[src/rtl/board_ram_arbiter.sv]
// board_ram_arbiter: shares one sync-read RAM port among clear (P0), move/judge (P1) and LED scan (P2).
// P0 has fixed top priority, P1/P2 round-robin, bounded locked bursts, one-cycle read return.
module board_ram_arbiter #(
    parameter int ADDR_BITS = 6,
    parameter int DATA_BITS = 2,
    parameter int MAX_BURST = 8
) (
    input  logic                     clk,
    input  logic                     rst_n,
    input  logic [2:0]               req_i,
    input  logic [2:0]               lock_i,
    input  logic [2:0]               we_i,
    input  logic [3*ADDR_BITS-1:0]   addr_i,
    input  logic [3*DATA_BITS-1:0]   wdata_i,
    output logic [2:0]               gnt_o,
    output logic [2:0]               rvalid_o,
    output logic [DATA_BITS-1:0]     rdata_o,
    output logic                     ram_we_o,
    output logic [ADDR_BITS-1:0]     ram_addr_o,
    output logic [DATA_BITS-1:0]     ram_wdata_o,
    input  logic [DATA_BITS-1:0]     ram_rdata_i,
    output logic                     busy_o
);
    localparam int CW = $clog2(MAX_BURST + 1);
    localparam logic [CW-1:0] MAXC = CW'(MAX_BURST);

    typedef enum logic {ARB, BURST} state_t;

    state_t               state_q, state_d;
    logic [1:0]           owner_q, owner_d, win;
    logic [CW-1:0]        cnt_q, cnt_d, cnt_inc, nc;
    logic                 rr_q, rr_d;
    logic [2:0]           rvalid_q, rvalid_d;
    logic [ADDR_BITS-1:0] addr_q;
    logic [DATA_BITS-1:0] wdata_q;
    logic                 any, preempt, stay;

    always_comb begin
        preempt     = state_q == BURST && owner_q != 2'd0 && req_i[0];
        // rr_q=1 means P2 is offered first
        win         = (req_i[0] && (state_q == ARB || preempt)) ? 2'd0 :
                      state_q == BURST ? owner_q :
                      rr_q ? (req_i[2] ? 2'd2 : 2'd1) : (req_i[1] ? 2'd1 : 2'd2);
        any         = rst_n && (state_q == ARB ? |req_i : req_i[win]);
        gnt_o       = any ? 3'b001 << win : 3'b000;
        cnt_inc     = cnt_q == MAXC ? cnt_q : cnt_q + CW'(1);
        nc          = state_q == ARB ? CW'(1) : cnt_inc;
        // P0 bursts are unlimited; P1/P2 release once the beat count reaches MAX_BURST
        stay        = any && !preempt && lock_i[win] && !(win != 2'd0 && nc >= MAXC);
        state_d     = stay ? BURST : ARB;
        owner_d     = stay ? win : owner_q;
        cnt_d       = stay ? nc : '0;
        rr_d        = (any && win != 2'd0) ? win == 2'd1 : rr_q;
        ram_we_o    = any && we_i[win];
        ram_addr_o  = any ? addr_i[win*ADDR_BITS +: ADDR_BITS] : addr_q;
        ram_wdata_o = any ? wdata_i[win*DATA_BITS +: DATA_BITS] : wdata_q;
        rvalid_d    = gnt_o & ~we_i;
        rvalid_o    = rvalid_q;
        rdata_o     = |rvalid_q ? ram_rdata_i : '0;
        busy_o      = state_q == BURST && !preempt;
    end

    always_ff @(posedge clk or negedge rst_n) begin
        if (!rst_n) begin
            state_q  <= ARB;
            owner_q  <= '0;
            cnt_q    <= '0;
            rr_q     <= 1'b0;
            rvalid_q <= '0;
            addr_q   <= '0;
            wdata_q  <= '0;
        end else begin
            state_q  <= state_d;
            owner_q  <= owner_d;
            cnt_q    <= cnt_d;
            rr_q     <= rr_d;
            rvalid_q <= rvalid_d;
            addr_q   <= ram_addr_o;
            wdata_q  <= ram_wdata_o;
        end
    end
endmodule

[config.mk]
export PLATFORM = sky130hd
export DESIGN_NAME = board_ram_arbiter
export DESIGN_NICKNAME = d
export VERILOG_FILES = /design/src/rtl/board_ram_arbiter.sv
export SDC_FILE = /design/constraint.sdc
export NUM_CORES = 1
export LEC_CHECK = 0
export ABC_AREA = 1
export BUFFER_PORTS_ARGS = -buffer_cell sky130_fd_sc_hd__buf_2
export CAP_MARGIN = 0
export CORE_MARGIN = 2
export CORE_UTILIZATION = 47
export DETAILED_ROUTE_END_ITERATION = 12
export HOLD_SLACK_MARGIN = 0.12
export PLACE_DENSITY = 0.82
export RECOVER_POWER = 100
export SYNTH_ARGS = -nofsm -noshare
export SYNTH_HDL_FRONTEND = slang
export SYNTH_SLANG_ARGS = --single-unit
[constraint.sdc]
create_clock -name clk -period 2.45 [get_ports clk]
set_clock_uncertainty 0.15 [all_clocks]
set_input_delay 0.49 -clock clk [delete_from_list [all_inputs] [get_ports clk]]
set_output_delay 0.49 -clock clk [all_outputs]
set_load 0.02 [all_outputs]
==> impl_results.rst, run 1 <==
.. list-table::
   :header-rows: 1

   * - Metric
     - Value
   * - CTS root buffer
     - sky130_fd_sc_hd__clkbuf_4
   * - Leakage power
     - 0.00103 uW
   * - Peak VDD IR
     - 728 uV
   * - Count of antenna-violating nets left after detailed routing
     - 0
   * - Syn_area_per_cell
     - 7.26 sq um
   * - Num Clock Sinks
     - 19
   * - Vertical die dimension
     - 56.0 um
   * - Worst hold-check path type
     - input pin to flip-flop
   * - Layout area overhead
     - 52.1%
   * - Detail-routed via count per cell
     - 5.08
   * - Main flop type after synthesis
     - sky130_fd_sc_hd__dfrtp_1
   * - Kind of start point of the critical path
     - flip-flop
   * - Top fanout value on the critical path
     - 6
   * - Met2 Use GR
     - 42.4%
   * - Total area of multi-input combinational cells
     - 776 sq um
   * - Instance area after placement
     - 0.00156 sq mm
   * - Final period demand of the worst path
     - 2590 ps
   * - Latest clock arrival within the worst-skew pair
     - 290 ps
   * - Horizontal die dimension
     - 56.0 um
   * - Number of flops mapped to enable cells by yosys
     - 0
   * - Worst Path Class, Setup
     - flip-flop to output port
   * - Post-Route Hold Slack
     - 201 ps
   * - Layout net count
     - 290
   * - Routability-driven placement congestion ratio
     - 0.866
   * - Data required time at the worst endpoint
     - 1810 ps
   * - Level count of the clock H-tree
     - 1
   * - Layer with the highest usage after global routing
     - met2
   * - Number of storage elements in the synthesis netlist
     - 19
   * - Top cells by instance count after synthesis
     - sky130_fd_sc_hd__nand2_1 (71), sky130_fd_sc_hd__dfrtp_1 (19), sky130_fd_sc_hd__nand3_1 (18)
   * - Worst setup slack before clock tree synthesis
     - -55.7 ps
   * - FF+latch area
     - 477 sq um
   * - Number of I/O port buffers
     - 54
   * - CP arrival
     - 1950 ps
   * - Fill cell total of the finished layout
     - 178
   * - Cell taking the most area after synthesis
     - sky130_fd_sc_hd__dfrtp_1
   * - Initial core utilization
     - 50.3%
   * - Failing checks
     - negative setup slack
   * - Count of final hold-check violations
     - 0
   * - Power density over the cells
     - 964 mW/mm^2
   * - Share of flip-flops with an asynchronous set or reset
     - 100%
   * - Count of vias placed by the detailed router
     - 1422
   * - Fraction of synthesized cell area taken by the top area cell type
     - 37.4%
   * - Maximum operating frequency
     - 0.387 GHz
   * - Sequential fraction of the synthesis area
     - 37.4%
   * - Distinct cell type count of the synthesized netlist
     - 30
   * - Max-capacitance violation count
     - 0
   * - Clock buffers created by TritonCTS
     - 3
   * - GR Util met1
     - 28.6%
   * - Global-route wire length before repair
     - 5970 um
   * - Fin util
     - 76.6%
   * - Setup repair after global routing missed its margin
     - true
   * - Setup tns final
     - -1190 ps
   * - Standard-cell row count
     - 18
   * - Max clock buf depth
     - 2
   * - Cell with the most instances after synthesis
     - sky130_fd_sc_hd__nand2_1
   * - Router iterations before antenna repair
     - 4
   * - Number of antenna violations at the first check in global routing
     - 0
   * - Overall global routing resource usage
     - 24.2%
   * - Number of setup violations in the final report
     - 12
   * - Die Area
     - 0.00313 sq mm
   * - Largest net degree at the start of global routing
     - 20
   * - Layout Cell Area excl Fill
     - 0.00193 sq mm
   * - Fraction of layout instances using a drive strength above 1
     - 47.6%
   * - Detailed placement HPWL
     - 2290 um
   * - Post-Syn Nets
     - 214
   * - Post-detailed-route wirelength per cell
     - 13.3 um
   * - Main area contributors after synthesis
     - sky130_fd_sc_hd__dfrtp_1 (37%), sky130_fd_sc_hd__nand2_1 (21%), sky130_fd_sc_hd__nand3_1 (7.1%), sky130_fd_sc_hd__inv_1 (4.7%), sky130_fd_sc_hd__buf_6 (2.7%)
   * - Vias in the first global route
     - 1373
   * - Core ar.
     - 0.00252 sq mm
   * - Period utilisation layout
     - 106%
   * - Met3 layer usage reported by global route
     - 5.12%
   * - I/O Pins
     - 55
   * - DRC
     - 0
   * - Status
     - finished, violations left
   * - Worst slew slack as a fraction of its limit
     - 30.5%
   * - Yosys warnings
     - 0
   * - Number of antenna diodes
     - 0
   * - Slack of the critical path
     - -137 ps
   * - Final max-slew violation count
     - 0
   * - Cells after Synth
     - 175
   * - Final routed wirelength across all metal layers
     - 3720 um
   * - Initial DRC Count
     - 36
   * - Clock edge transition at the registers on the reported setup and hold paths
     - 110 ps
   * - Element type at the critical path end
     - output port
   * - Leftover overflow at the end of global routing
     - 0
   * - Post-synthesis cell area
     - 0.00127 sq mm
   * - TritonCTS clock tree
     - done
   * - Worst-Margin Slew
     - 1040 ps
==> logic make-up (layout without fill, tap and decap cells) <==
kind of cell	after synthesis	in the layout	share of synthesized area, %
fa+ha+maj	2	2	1.97
flops	19	19	37.4
buf+inv	27	102	10.5
xor+xnor	2	2	1.38
simple gates	111	111	40.6
compound gates	14	14	8.08
==> through the flow <==
| step | total power [uW] | cells |
|---|---|---|
| after CTS | 1750 | 274 |
| after global routing | 1970 | 280 |
| after floorplan | 1050 | 175 |
| final | 1860 | 280 |
| after global placement | 1240 | 258 |
| after detailed placement | 1260 | 258 |
==> metal layers <==
| layer | up-vias | routed length (um) |
|---|---|---|
| met1 | 641 | 1520 |
| met5 | - | 0 |
| met3 | 10 | 232 |
| li1 | 701 | - |
| met2 | 70 | 1870 |
| met4 | 0 | 95 |
==> final timing paths <==
kind / start / end / slack [ps] / depth (start not counted)
max: state_q / ram_addr_o[2] / -140 / 11
min in group asynchronous: rst_n / cnt_q[2] / 900 / 3
min: we_i[1] / rvalid_o[1] / 200 / 2
max reg2reg: state_q / owner_q[0] / 320 / 12
max in group asynchronous: rst_n / state_q / 560 / 3
min reg2reg: wdata_q[0] / wdata_q[0] / 350 / 2
==> flip-flops by register name, summed over array words and instances, names as in the netlist <==
register	flops
rvalid_o	3
cnt_q	4
wdata_q	2
owner_q	2
addr_q	6
rr_q	1
state_q	1
==> power breakdown <==
part	internal, uW	leakage, uW	switching, uW
clock	63.4	0.0000150	96.6
combinational	523	0.000770	717
sequential	404	0.000248	58.3
total	991	0.00103	872
==> cells in the final DEF (no fill, tap or decap), drive strengths merged <==
| cell type | Yosys | final |
|---|---|---|
| buf | 5 | 69 |
| nand4 | 1 | 1 |
| o21ai | 3 | 3 |
| nand2 | 75 | 75 |
| clkinv | 1 | 3 |
| o21bai | 3 | 3 |
| xnor2 | 1 | 1 |
| nand3 | 20 | 20 |
| clkbuf | 0 | 8 |
| dlygate4sd3 | 0 | 1 |
| a31oi | 3 | 3 |
| nor2 | 9 | 9 |
| dfrtp | 19 | 19 |
| nor3 | 6 | 6 |
| inv | 21 | 21 |
| ha | 2 | 2 |
| a21oi | 5 | 5 |
| xor2 | 1 | 1 |
==> timing repair <==
action	CTS	global route
gates resized for setup	63	7
hold endpoints to repair	19	0
buffers inserted	8	6
gates cloned	3	0
hold buffers	1	0
pin swaps	10	11
setup endpoints to repair	12	12
==> critical path, stage by stage, from the launching register on <==
cell	delay, ps
sky130_fd_sc_hd__dfrtp_2	470
sky130_fd_sc_hd__clkinv_4	100
sky130_fd_sc_hd__nand3_4	100
sky130_fd_sc_hd__nand2_4	80
sky130_fd_sc_hd__nor2_8	160
sky130_fd_sc_hd__inv_2	70
sky130_fd_sc_hd__nand2_2	90
sky130_fd_sc_hd__nand3_4	130
sky130_fd_sc_hd__buf_6	160
sky130_fd_sc_hd__nand2_1	80
sky130_fd_sc_hd__nand2_2	70
sky130_fd_sc_hd__buf_6	130
==> cell type report <==
| type | instances | share of cell area (%) |
|---|---|---|
| Sequential cell | 19 | 24.7 |
| Tap cell | 30 | 1.94 |
| Inverter | 22 | 5.05 |
| Clock buffer | 4 | 1.36 |
| Timing Repair inverter | 2 | 0.648 |
| Multi-Input combinational cell | 129 | 40.2 |
| Timing Repair Buffer | 74 | 26.2 |
Power figures use the tool's default switching activity.
==> inputs of run 2 (changes only) <==
ABC_AREA = not set   (was 1)
CORE_UTILIZATION = 46   (was 47)
==> impl_results.rst, run 2 <==
.. list-table::
   :header-rows: 1

   * - Metric
     - Value
   * - Element type at the critical path end
     - output port
   * - Number of instances on the worst hold path
     - 2
   * - Number of storage elements in the synthesis netlist
     - 19
   * - Internal power component
     - 928 uW
   * - Yosys warnings
     - 0
   * - Share of total power in sequential cells
     - 28.8%
   * - Syn_area_per_cell
     - 8.97 sq um
   * - Cells traversed along the worst timing path
     - buf_6 > nor2b_4 > o31ai_4 > buf_6 > a22oi_2 > o211ai_1 > o21a_1 > buf_6
   * - Power density over the cells
     - 876 mW/mm^2
   * - Peak VDD IR
     - 642 uV
   * - Max clock buf depth
     - 2
   * - Fill cell total of the finished layout
     - 176
   * - Fin util
     - 72.7%
   * - Latest clock arrival within the worst-skew pair
     - 290 ps
   * - Worst slew slack as a fraction of its limit
     - 67.8%
   * - Register bank with the most flops
     - addr_q
   * - CP arrival
     - 1980 ps
   * - Status
     - finished, violations left
   * - Top cells by instance count after synthesis
     - sky130_fd_sc_hd__dfrtp_1 (19), sky130_fd_sc_hd__nand2_1 (15), sky130_fd_sc_hd__o211ai_1 (10)
   * - Slack of the critical path
     - -166 ps
   * - Count of vias placed by the detailed router
     - 1373
   * - Clock buffers created by TritonCTS
     - 3
   * - Die Area
     - 0.00302 sq mm
   * - Detail-routed via count per cell
     - 5.84
   * - Number of setup violations in the final report
     - 12
   * - Final period demand of the worst path
     - 2620 ps
   * - Period utilisation layout
     - 107%
   * - Max-capacitance violation count
     - 0
   * - Sequential fraction of the synthesis area
     - 39.8%
   * - Cell taking the most area after synthesis
     - sky130_fd_sc_hd__dfrtp_1
   * - Overall global routing resource usage
     - 25.6%
   * - Number of buffer and inverter instances along the worst setup path
     - 3
   * - FF+latch area
     - 477 sq um
   * - Fraction of synthesized cell area taken by the top area cell type
     - 39.8%
   * - DRC
     - 0
   * - Depth of the worst register-to-register path
     - 8
   * - Switching power
     - 649 uW
   * - Relative contribution of combinational cells to total power
     - 61.2%
   * - Number of flops mapped to enable cells by yosys
     - 0
   * - Initial DRC Count
     - 39
   * - Layout area overhead
     - 50.8%
   * - Initial core utilization
     - 48.2%
   * - Critical Path Most Common Cell
     - sky130_fd_sc_hd__buf_6
   * - Commonest cells after routing, fill and taps aside
     - sky130_fd_sc_hd__buf_2 (41), sky130_fd_sc_hd__dfrtp_1 (18), sky130_fd_sc_hd__nand2_1 (15), sky130_fd_sc_hd__buf_6 (15), sky130_fd_sc_hd__buf_4 (15)
   * - Final routed wirelength across all metal layers
     - 3740 um
   * - Number of I/O port buffers
     - 54
   * - Global-route wire length before repair
     - 5470 um
   * - Net switching fraction of the power
     - 41.1%
   * - Maximum operating frequency
     - 0.382 GHz
   * - Post-Syn Nets
     - 172
   * - Fraction of layout instances using a drive strength above 1
     - 43.9%
   * - Worst Path Class, Setup
     - flip-flop to output port
   * - Num Clock Sinks
     - 19
   * - Vertical die dimension
     - 54.9 um
   * - Data required time at the worst endpoint
     - 1810 ps
   * - Leakage power
     - 0.000850 uW
   * - Total stage count of the critical path
     - 8
   * - Post-detailed-route wirelength per cell
     - 15.9 um
   * - TritonCTS clock tree
     - done
   * - Main flop type after synthesis
     - sky130_fd_sc_hd__dfrtp_1
   * - Failing checks
     - negative setup slack
   * - Category of cells accounting for the largest share of critical-path delay
     - compound AO/OA/AOI/OAI gates
   * - Clock edge transition at the registers on the reported setup and hold paths
     - 110 ps
   * - Worst-Margin Slew
     - 477 ps
   * - Core ar.
     - 0.00248 sq mm
   * - Post-synthesis cell area
     - 0.00119 sq mm
   * - Count of final hold-check violations
     - 0
   * - Main area contributors after synthesis
     - sky130_fd_sc_hd__dfrtp_1 (40%), sky130_fd_sc_hd__o211ai_1 (6.3%), sky130_fd_sc_hd__a22oi_1 (5.7%), sky130_fd_sc_hd__o21a_1 (5.7%), sky130_fd_sc_hd__nand2_1 (4.7%)
   * - Layout net count
     - 245
   * - Cell with the most instances after synthesis
     - sky130_fd_sc_hd__dfrtp_1
   * - Vias in the first global route
     - 1231
   * - Slowest library cell on the worst path
     - sky130_fd_sc_hd__dfrtp_1
   * - Total area of multi-input combinational cells
     - 722 sq um
   * - Number of antenna diodes
     - 0
   * - Final max-slew violation count
     - 0
   * - Cells after Synth
     - 133
   * - CTS root buffer
     - sky130_fd_sc_hd__clkbuf_4
   * - Count of antenna-violating nets left after detailed routing
     - 0
   * - Top fanout value on the critical path
     - 5
   * - CP max stage delay
     - 420 ps
   * - Worst setup slack before clock tree synthesis
     - 12.7 ps
   * - Level count of the clock H-tree
     - 1
   * - Share of flip-flops with an asynchronous set or reset
     - 100%
   * - Share of total power in the clock network
     - 10.0%
   * - Largest net degree at the start of global routing
     - 21
   * - Router iterations before antenna repair
     - 4
   * - Number of antenna violations at the first check in global routing
     - 0
   * - Flip-flop count of the largest register after layout
     - 6
   * - Setup repair after global routing missed its margin
     - true
   * - Horizontal die dimension
     - 54.9 um
   * - Standard-cell row count
     - 18
   * - I/O Pins
     - 55
   * - Detailed placement HPWL
     - 2510 um
   * - Post-Route Hold Slack
     - 195 ps
   * - Worst hold-check path type
     - input pin to flip-flop
   * - Most frequent standard cell in the layout excluding fill and tap cells
     - sky130_fd_sc_hd__buf_2
   * - Leftover overflow at the end of global routing
     - 0
   * - Distinct cell type count of the synthesized netlist
     - 36
   * - Kind of start point of the critical path
     - flip-flop
   * - Routability-driven placement congestion ratio
     - 0.780
## run 2: cell count changes in the layout (fill, tap and decap cells not counted), moves of 6 or more
cell                       previous run  this run
sky130_fd_sc_hd__o21a_1               0         9
sky130_fd_sc_hd__nand2_1             53        15
sky130_fd_sc_hd__inv_2                7         1
sky130_fd_sc_hd__inv_1               13         6
sky130_fd_sc_hd__a22oi_2              0         6
sky130_fd_sc_hd__o211ai_1             0        10
sky130_fd_sc_hd__nand2_2             17         0
sky130_fd_sc_hd__nand3_1             18         4
## run 2: final timing paths
| check | from | to | slack, ps |
|---|---|---|---|
| max in group asynchronous | rst_n | owner_q[1] | 1300 |
| hold reg to reg | addr_q[0] | addr_q[0] | 380 |
| min in group asynchronous | rst_n | cnt_q[3] | 630 |
| setup / recovery | rr_q | ram_addr_o[4] | -170 |
| setup reg to reg | state_q | owner_q[0] | 80 |
| hold / removal | we_i[0] | rvalid_o[0] | 190 |
## run 2: final cells by class
cell class                 count  area share, %
timing repair buffer          76           28.4
sequential                    19           26.5
inverter                       7           1.46
multi-input combinational     99           40.1
tap                           30           2.08
clock buffer                   4           1.46
## run 2: power groups by stage
| stage | combinational, uW | clock [uW] | sequential, uW |
|---|---|---|---|
| after detailed placement | 671 | 0 | 456 |
| after global routing | 1030 | 176 | 461 |
| final | 965 | 157 | 454 |
| after global placement | 649 | 0 | 452 |
| after CTS | 923 | 161 | 447 |
| after floorplan | 466 | 0 | 427 |
## run 2: routing by layer
metal	up-vias	share of wire, %	track usage, %
met5	-	0	0
met2	71	53	44.2
met4	0	0.96	7.72
met1	661	40	32.6
li1	635	-	-
met3	6	5.8	4.57
## run 2: logic make-up (layout without fill, tap and decap cells)
logic type / count (synthesis) / in the layout / synth area share [%]
buffers and inverters: 15 / 87 / 5.45
muxes: 1 / 1 / 0.839
AOI/OAI and AO/OA: 44 / 44 / 28.9
adders and majority gates: 2 / 2 / 2.10
xor gates and xnor gates: 2 / 2 / 1.47
and+or+nand+nor: 50 / 50 / 21.4
DFF: 19 / 19 / 39.8
## run 2: per-stage QoR
stage / cells / total power [uW] / area [sq um] / setup TNS, ps
6_report: 235 / 1580 / 1800 / -1380
5_1_grt: 235 / 1660 / 1800 / -2110
4_1_cts: 235 / 1530 / 1790 / -499
3_5_place_dp: 221 / 1130 / 1550 / 0
3_3_place_gp: 221 / 1100 / 1550 / 0
2_1_floorplan: 133 / 892 / 1190 / 0
## run 2: what timing repair did
action	CTS	global route
setup endpoints to repair	12	12
pin swaps	9	4
cloned	2	0
gates resized for setup	40	4
hold endpoints to repair	19	0
hold buffers	1	0
setup buffers	7	0
## run 2: worst reg2reg max path, cell delays in order (launching register included)
cell                       delay [ps]
sky130_fd_sc_hd__dfrtp_1          420
sky130_fd_sc_hd__buf_6            160
sky130_fd_sc_hd__buf_4            140
sky130_fd_sc_hd__buf_4            140
sky130_fd_sc_hd__inv_2             60
sky130_fd_sc_hd__o311a_1          350
sky130_fd_sc_hd__a31o_2           240
sky130_fd_sc_hd__a2111o_1         400
sky130_fd_sc_hd__a32o_1           210
